### config.mk
export PLATFORM = sky130hd
export DESIGN_NAME = instr_fetch
export DESIGN_NICKNAME = d
export VERILOG_FILES = /design/src/rtl/cpu_pkg.sv /design/src/rtl/fetch_next_pc.sv /design/src/rtl/instr_fetch.sv
export SDC_FILE = /design/constraint.sdc
export NUM_CORES = 1
export LEC_CHECK = 0
export CORE_MARGIN = 2
export CORE_UTILIZATION = 45
export DETAILED_ROUTE_END_ITERATION = 6
export GPL_TIMING_DRIVEN = 0
export PLACE_DENSITY = 0.77
export SLEW_MARGIN = 20
export SYNTH_ARGS = -nofsm -noshare
export SYNTH_HDL_FRONTEND = slang
export SYNTH_HIERARCHICAL = 1
export SYNTH_SLANG_ARGS = --single-unit
### constraint.sdc
create_clock -name clk -period 2.4 [get_ports clk]
set_input_delay 0.48 -clock clk [delete_from_list [all_inputs] [get_ports clk]]
set_output_delay 0.48 -clock clk [all_outputs]
set_load 0.005 [all_outputs]
### src/rtl/cpu_pkg.sv
// Shared CPU front-end definitions: opcode fields, fetch FSM states, fetch payload.
package cpu_pkg;

   localparam int unsigned XLEN            = 32;
   localparam int unsigned IMEM_AW_DEFAULT = 12;
   localparam int unsigned OPC_W           = 6;
   localparam int unsigned JTGT_W          = 26;

   localparam logic [OPC_W-1:0] OP_J             = 6'b000010;
   localparam logic [XLEN-1:0]  RESET_PC_DEFAULT = 32'h0000_0000;

   typedef enum logic {
      RUN   = 1'b0,
      FAULT = 1'b1
   } fetch_state_e;

   // Instruction handed to decode together with its byte address
   typedef struct packed {
      logic [XLEN-1:0] instr;
      logic [XLEN-1:0] pc;
   } fetch_pkt_t;

   // Major opcode field [31:26]
   function automatic logic [OPC_W-1:0] opcode_of(input logic [XLEN-1:0] instr);
      return instr[31:26];
   endfunction

   // Jump word-target field [25:0]
   function automatic logic [JTGT_W-1:0] jtarget_of(input logic [XLEN-1:0] instr);
      return instr[25:0];
   endfunction

endpackage

### src/rtl/fetch_next_pc.sv
// Next-PC selection: folds unconditional jumps in fetch, otherwise sequential.
module fetch_next_pc
   import cpu_pkg::*;
(
   input  logic [31:0] pc,
   input  logic [31:0] instr,
   output logic [31:0] next_pc_c,
   output logic        is_jump_c
);

   // Jump target keeps the current 256 MiB region; otherwise pc + 4 with wrap
   always_comb begin
      is_jump_c = (opcode_of(instr) == OP_J);
      next_pc_c = pc + 32'd4;
      if (is_jump_c) begin
         next_pc_c = {pc[31:28], jtarget_of(instr), 2'b00};
      end
   end

endmodule

### src/rtl/instr_fetch.sv
// Instruction fetch: owns the PC, drives IMEM, and presents {instr, pc} to decode
// through a valid/ready output register. Out-of-range PCs park the unit in FAULT
// until a redirect arrives.
module instr_fetch
   import cpu_pkg::*;
#(
   parameter logic [31:0] RESET_PC = RESET_PC_DEFAULT,
   parameter int unsigned IMEM_AW  = IMEM_AW_DEFAULT
) (
   input  logic        clk,
   input  logic        rst,
   output logic [31:0] imem_addr,
   input  logic [31:0] imem_instr,
   output logic        out_valid,
   input  logic        out_ready,
   output logic [31:0] out_instr,
   output logic [31:0] out_pc,
   input  logic        redirect_valid,
   input  logic [31:0] redirect_pc,
   output logic        fault,
   output logic [31:0] fetch_count
);

   localparam int unsigned RANGE_SHIFT = IMEM_AW + 2;

   fetch_state_e state_q, state_d;
   logic [31:0]  pc_q, pc_d;
   logic         valid_q, valid_d;
   fetch_pkt_t   pkt_q, pkt_d;
   logic         fault_q, fault_d;
   logic [31:0]  count_q, count_d;

   logic [31:0]  next_pc_c;
   logic         unused_is_jump_c;
   logic         slot_free_c;
   logic         in_range_c;
   logic         load_c;
   logic         accept_c;

   fetch_next_pc u_next_pc (
      .pc        (pc_q),
      .instr     (imem_instr),
      .next_pc_c (next_pc_c),
      .is_jump_c (unused_is_jump_c)
   );

   // Load qualification; out_ready only matters while an instruction is held
   always_comb begin
      slot_free_c = ~valid_q | out_ready;
      in_range_c  = ((pc_q >> RANGE_SHIFT) == 32'd0);
      accept_c    = valid_q & out_ready;
      load_c      = (state_q == RUN) & slot_free_c & in_range_c & ~redirect_valid;
   end

   // Next-state: redirect wins, then load / drain / fault detection
   always_comb begin
      state_d = state_q;
      pc_d    = pc_q;
      valid_d = valid_q;
      pkt_d   = pkt_q;
      fault_d = fault_q;
      count_d = count_q;

      if (redirect_valid) begin
         // Held instruction is squashed and not counted even if decode took it
         valid_d = 1'b0;
         pc_d    = {redirect_pc[31:2], 2'b00};
         state_d = RUN;
         fault_d = 1'b0;
      end else begin
         if (accept_c) begin
            count_d = count_q + 32'd1;
         end
         if (load_c) begin
            pkt_d.instr = imem_instr;
            pkt_d.pc    = pc_q;
            valid_d     = 1'b1;
            pc_d        = next_pc_c;
         end else begin
            if (accept_c) begin
               valid_d = 1'b0;
            end
            if ((state_q == RUN) && slot_free_c && !in_range_c) begin
               state_d = FAULT;
               fault_d = 1'b1;
            end
         end
      end
   end

   // State registers with synchronous reset
   always_ff @(posedge clk) begin
      if (rst) begin
         state_q <= RUN;
         pc_q    <= RESET_PC;
         valid_q <= 1'b0;
         pkt_q   <= '0;
         fault_q <= 1'b0;
         count_q <= 32'd0;
      end else begin
         state_q <= state_d;
         pc_q    <= pc_d;
         valid_q <= valid_d;
         pkt_q   <= pkt_d;
         fault_q <= fault_d;
         count_q <= count_d;
      end
   end

   // Outputs come straight from flops
   assign imem_addr   = pc_q;
   assign out_valid   = valid_q;
   assign out_instr   = pkt_q.instr;
   assign out_pc      = pkt_q.pc;
   assign fault       = fault_q;
   assign fetch_count = count_q;

endmodule
# Yosys cells after proc, flatten, opt, wreduce, memory -nomap -nowiden
# Cells that the tools add are included.
# totals
register_bits	130
out_inout_bits	130
wordCells	37
# op_classes
addsub	2
n_eq_ne	2
muxes	5
bitwise	9
n_reduce_logical	11
# op_table
operator	count
$mux 32	3
$add 32x1->32 const B	1
$add 32x3->32 const B	1
$logic_not 32->1	1
$reduce_and 2->1	4
$eq 6x2->1 const B	1
$and 1x1->1	4
$not 1->1	4
$reduce_bool 2->1	2
$logic_and 1x1->1	2
$mux 1	2
$ne 2x2->1 const B	1
$reduce_or 2->1	1
$logic_not 1->1	1
$or 1x1->1	1

# Depth between registers and ports, before layout
# logic_depth
depth_word	7
ltp_mapped	7
ltp_nobuf	7

# Modules after synthesis
# Netlist, hierarchy kept.
# modules_own_cells
mod	instances	cells_per_inst	area_per_inst_um2
instr_fetch	1	597	5647.9
fetch_next_pc	1	161	923.4

# Worst setup path before layout
# Ideal clock, no wire load.
# synth_path
path_type	flip-flop to flip-flop
from	register pc_q[18] (netlist: imem_addr[18])
to	register pc_q[26] (netlist: imem_addr[26])
setup_ns	0.078
arrival_ns	2.106
t_required_ns	2.322
setup_slack_ns	0.216
stages_incl_launch_ff	8
path_buffers	1
cell_sequence	dfxtp_1 nand4_1 or4_1 buf_2 or4_1 a31oi_1 a311oi_1 nor3_1
# synth_between
elab_chain_len	4
word_cells_on_any_way	8
# synth_rtl
element	line_no	source
start: declaration	instr_fetch.sv:27	logic [31:0] pc_q, pc_d;
start signal: assignment	instr_fetch.sv:102	pc_q <= pc_d;
$add 32x3->32	fetch_next_pc.sv:14	next_pc_c = pc + 32'd4;
$mux 32	fetch_next_pc.sv:15	if (is_jump_c) begin
named net next_pc_c[26]	instr_fetch.sv:33	logic [31:0] next_pc_c;
$mux 32	instr_fetch.sv:74	if (load_c) begin
$mux 32	instr_fetch.sv:64	if (redirect_valid) begin
# The timed path passes the listed nets, and every way through them passes these cells. The select of a mux whose other input is x is not followed.
# A chain may end at the register's enable or synchronous reset.

# Worst setup path in the final report
# layout_path
from	register pc_q[18] (netlist: imem_addr[18])
to	register pc_q[29] (netlist: imem_addr[29])
# Same word-level chain as after synthesis.

==> results by stage <==
Run status:
- The flow ran to the end, and the final reports show no timing, DRC or antenna violations.

STA:
- The number of hold-slack violations in the final timing report is 0.
- Clock skew on the completed layout was measured at 0.00623 ns.
- Subtracting the final worst setup slack from the clock period gives 2.29 ns.
- The final setup slack of the worst path is 0.107 ns.
- The worst pin sits at a relative slew slack of 0.443.
- The highest attainable clock frequency is 436 MHz.
- The number of slew-limit violations in the final report is 0.
- The transition time at the pin with the least slew margin is 0.828 ns.
- Setup violations remaining at the end of the flow were counted as 0.
- Of the available clock period, the critical path in the final layout requires 0.956.

Layout:
- The multi-input combinational cells in the finished layout cover a total of 0.00368 mm2.
- The library cells used most frequently in the layout, excluding fill and tap cells, are sky130_fd_sc_hd__clkdlybuf4s50_1 (193), sky130_fd_sc_hd__dfxtp_1 (115), sky130_fd_sc_hd__nand2b_1 (92), sky130_fd_sc_hd__mux2i_1 (47), sky130_fd_sc_hd__nor2_1 (43).
- The storage element area is 0.00263 mm2.
- The total inserted antenna cells is 0.
- From synthesis to final layout, the design area changed by 43.7%.
- The share of post-route cells with drive strength above 1 is 0.0783.
- Leaving out fill and tap cells, the most frequent cell in the layout is sky130_fd_sc_hd__clkdlybuf4s50_1.
- With fillers left out, the area of the finished cells amounts to 0.00944 mm2.
- The final net count is 1042.
- The layout has 1210 filler cells.

Clock network:
- The number of buffers on the longest clock path is 2.
- The number of buffers added to fix hold violations after cts is 0.
- The buffer cell driving the clock tree root is sky130_fd_sc_hd__clkbuf_16.
- The tree built by TritonCTS fans out to 130 sinks.
- Clock tree synthesis inserted a total of 17 buffers.
- CTS built an H-tree with a depth of 4.
- The CTS tree is yes.
- After clock tree synthesis, the clock-pin slew on the worst setup and hold paths is 0.06 ns.
- The clock reaches the later pin of the worst-skew pair after 0.42 ns.

Die:
- From left edge to right edge, the die measures 125 um.
- 198 I/O pins were placed.
- The die is 125 um tall.
- The starting density of the core is 0.457.
- In this run the standard cell core region covers 0.0144 mm2.
- The count of standard-cell rows is 44.
- The overall die area is 0.0156 mm2.

Place:
- Before CTS, the worst setup slack after placement is -0.691 ns.
- Summing all placed instances gives a cell area of 0.00874 mm2.
- At the end of routability-driven placement, the weighted congestion stood at 0.883.
- Port buffering added 194 buffers.
- The HPWL after detailed placement is 14700 um.

Power:
- In this run the power density over the cells is 576 mW/mm2.
- The standby leakage power is 3.20 nW.
- VDD sags by at most 0.507 mV.
- Summing internal, switching and leakage power gives 5.44 mW.

Critical path:
- The critical path required time is 2.69 ns.
- The startpoint class of the critical path is a flop.
- At the worst endpoint, the arrival time is 2.58 ns.
- The largest fanout of any net on the critical path is 9.
- The sort of element at the end of the critical path is a flop.
- By startpoint and endpoint, the worst setup path is classified as flop to flop.

Routing:
- The detailed-route via count is 6641.
- For this run, the detailed router's first-pass iteration total came to 5.
- Summed over all layers, the routed wires come to 20600 um.
- The via-per-instance ratio is 5.69.
- After detailed routing, the average wire length per cell comes to 17.7 um.
- After detailed routing, the number of remaining DRC violations is 0.
- The first routing iteration left 475 violations.
- Once detail routing completed, the nets flagged for antenna violations numbered 0.

GRT:
- The maximum number of pins on one net before global-route repair is 17.
- The number of global-route vias before repair came to 6312.
- The total congestion overflow is 0.
- The first-pass GRT wire length is 32700 um.
- The overall global routing resource usage is 0.258.
- The number of antenna violations at the first check in global routing is 0.

Synthesis:
- Synthesis produced a netlist with a net count of 827.
- Yosys printed 6 warnings.
- The mapped netlist covers 0.00657 mm2.
- The synthesized instance count is 757.
- The average instance in the mapped netlist occupies 8.68 um2.

Job:
- The total of max-cap violations is 0.

Hold path:
- The tightest min-delay check is of the input pin to flop type.
[routing by layer]
metal  track usage  up-vias  wire [um]
li1              -     3186          -
met1         0.334     3154       8890
met2         0.423      263       9860
met3        0.0606       38       1390
met4        0.0905        0        492
met5             0        -          0
[sequential cells by signal, indices dropped and copies added, names as in the netlist]
signal,cells
imem_addr,32
out_pc,32
out_instr,32
fetch_count,32
fault,1
out_valid,1
[stage by stage]
step,hold WS (ns),cells,TNS (ns),utilization
3_5_place_dp,0.444,1135,-31.67,0.608
2_1_floorplan,0.455,757,0,-
3_3_place_gp,0.442,1135,-30.01,0.608
4_1_cts,0.418,1166,0,0.651
5_1_grt,0.427,1168,-0.00171,0.657
6_report,0.432,1168,0,0.657
[report_power, final]
part / internal, mW / switching (mW)
clock: 1.66 / 0.961
combinational: 0.286 / 0.244
sequential: 2.20 / 0.0856
[area by class of cell]
class,instances,share of cell area
multi-input combinational,551,0.390
sequential,130,0.279
timing repair buffer,198,0.209
clock buffer,23,0.0528
buffer,53,0.0257
tap,184,0.0244
clock inverter,8,0.0107
inverter,21,0.00835
[worst max-delay path, stage by stage, from the launching register on]
cell                       delay (ns)
sky130_fd_sc_hd__dfxtp_2         0.41
sky130_fd_sc_hd__nand4_1         0.12
sky130_fd_sc_hd__buf_4           0.15
sky130_fd_sc_hd__nor4_1          0.72
sky130_fd_sc_hd__nand4_1         0.25
sky130_fd_sc_hd__xnor2_1         0.18
sky130_fd_sc_hd__a311oi_1        0.23
sky130_fd_sc_hd__nor3_1          0.08
[what timing repair did]
action                                 CTS  global route
pin swaps                                0             2
endpoints found under the hold margin    0             0
resized for setup                        5            30
buffers inserted                         0             4
setup endpoints to repair               27            89
[final timing paths]
kind / startpoint / endpoint / slack, ns / cells after the start
setup / recovery: imem_addr[18] / imem_addr[29] / 0.11 / 7
hold / removal: redirect_valid / imem_addr[1] / 0.43 / 3
setup reg to reg: imem_addr[18] / imem_addr[29] / 0.11 / 7
hold reg to reg: out_pc[20] / out_pc[20] / 0.46 / 1
No activity file was read; power rests on OpenSTA's default activity.
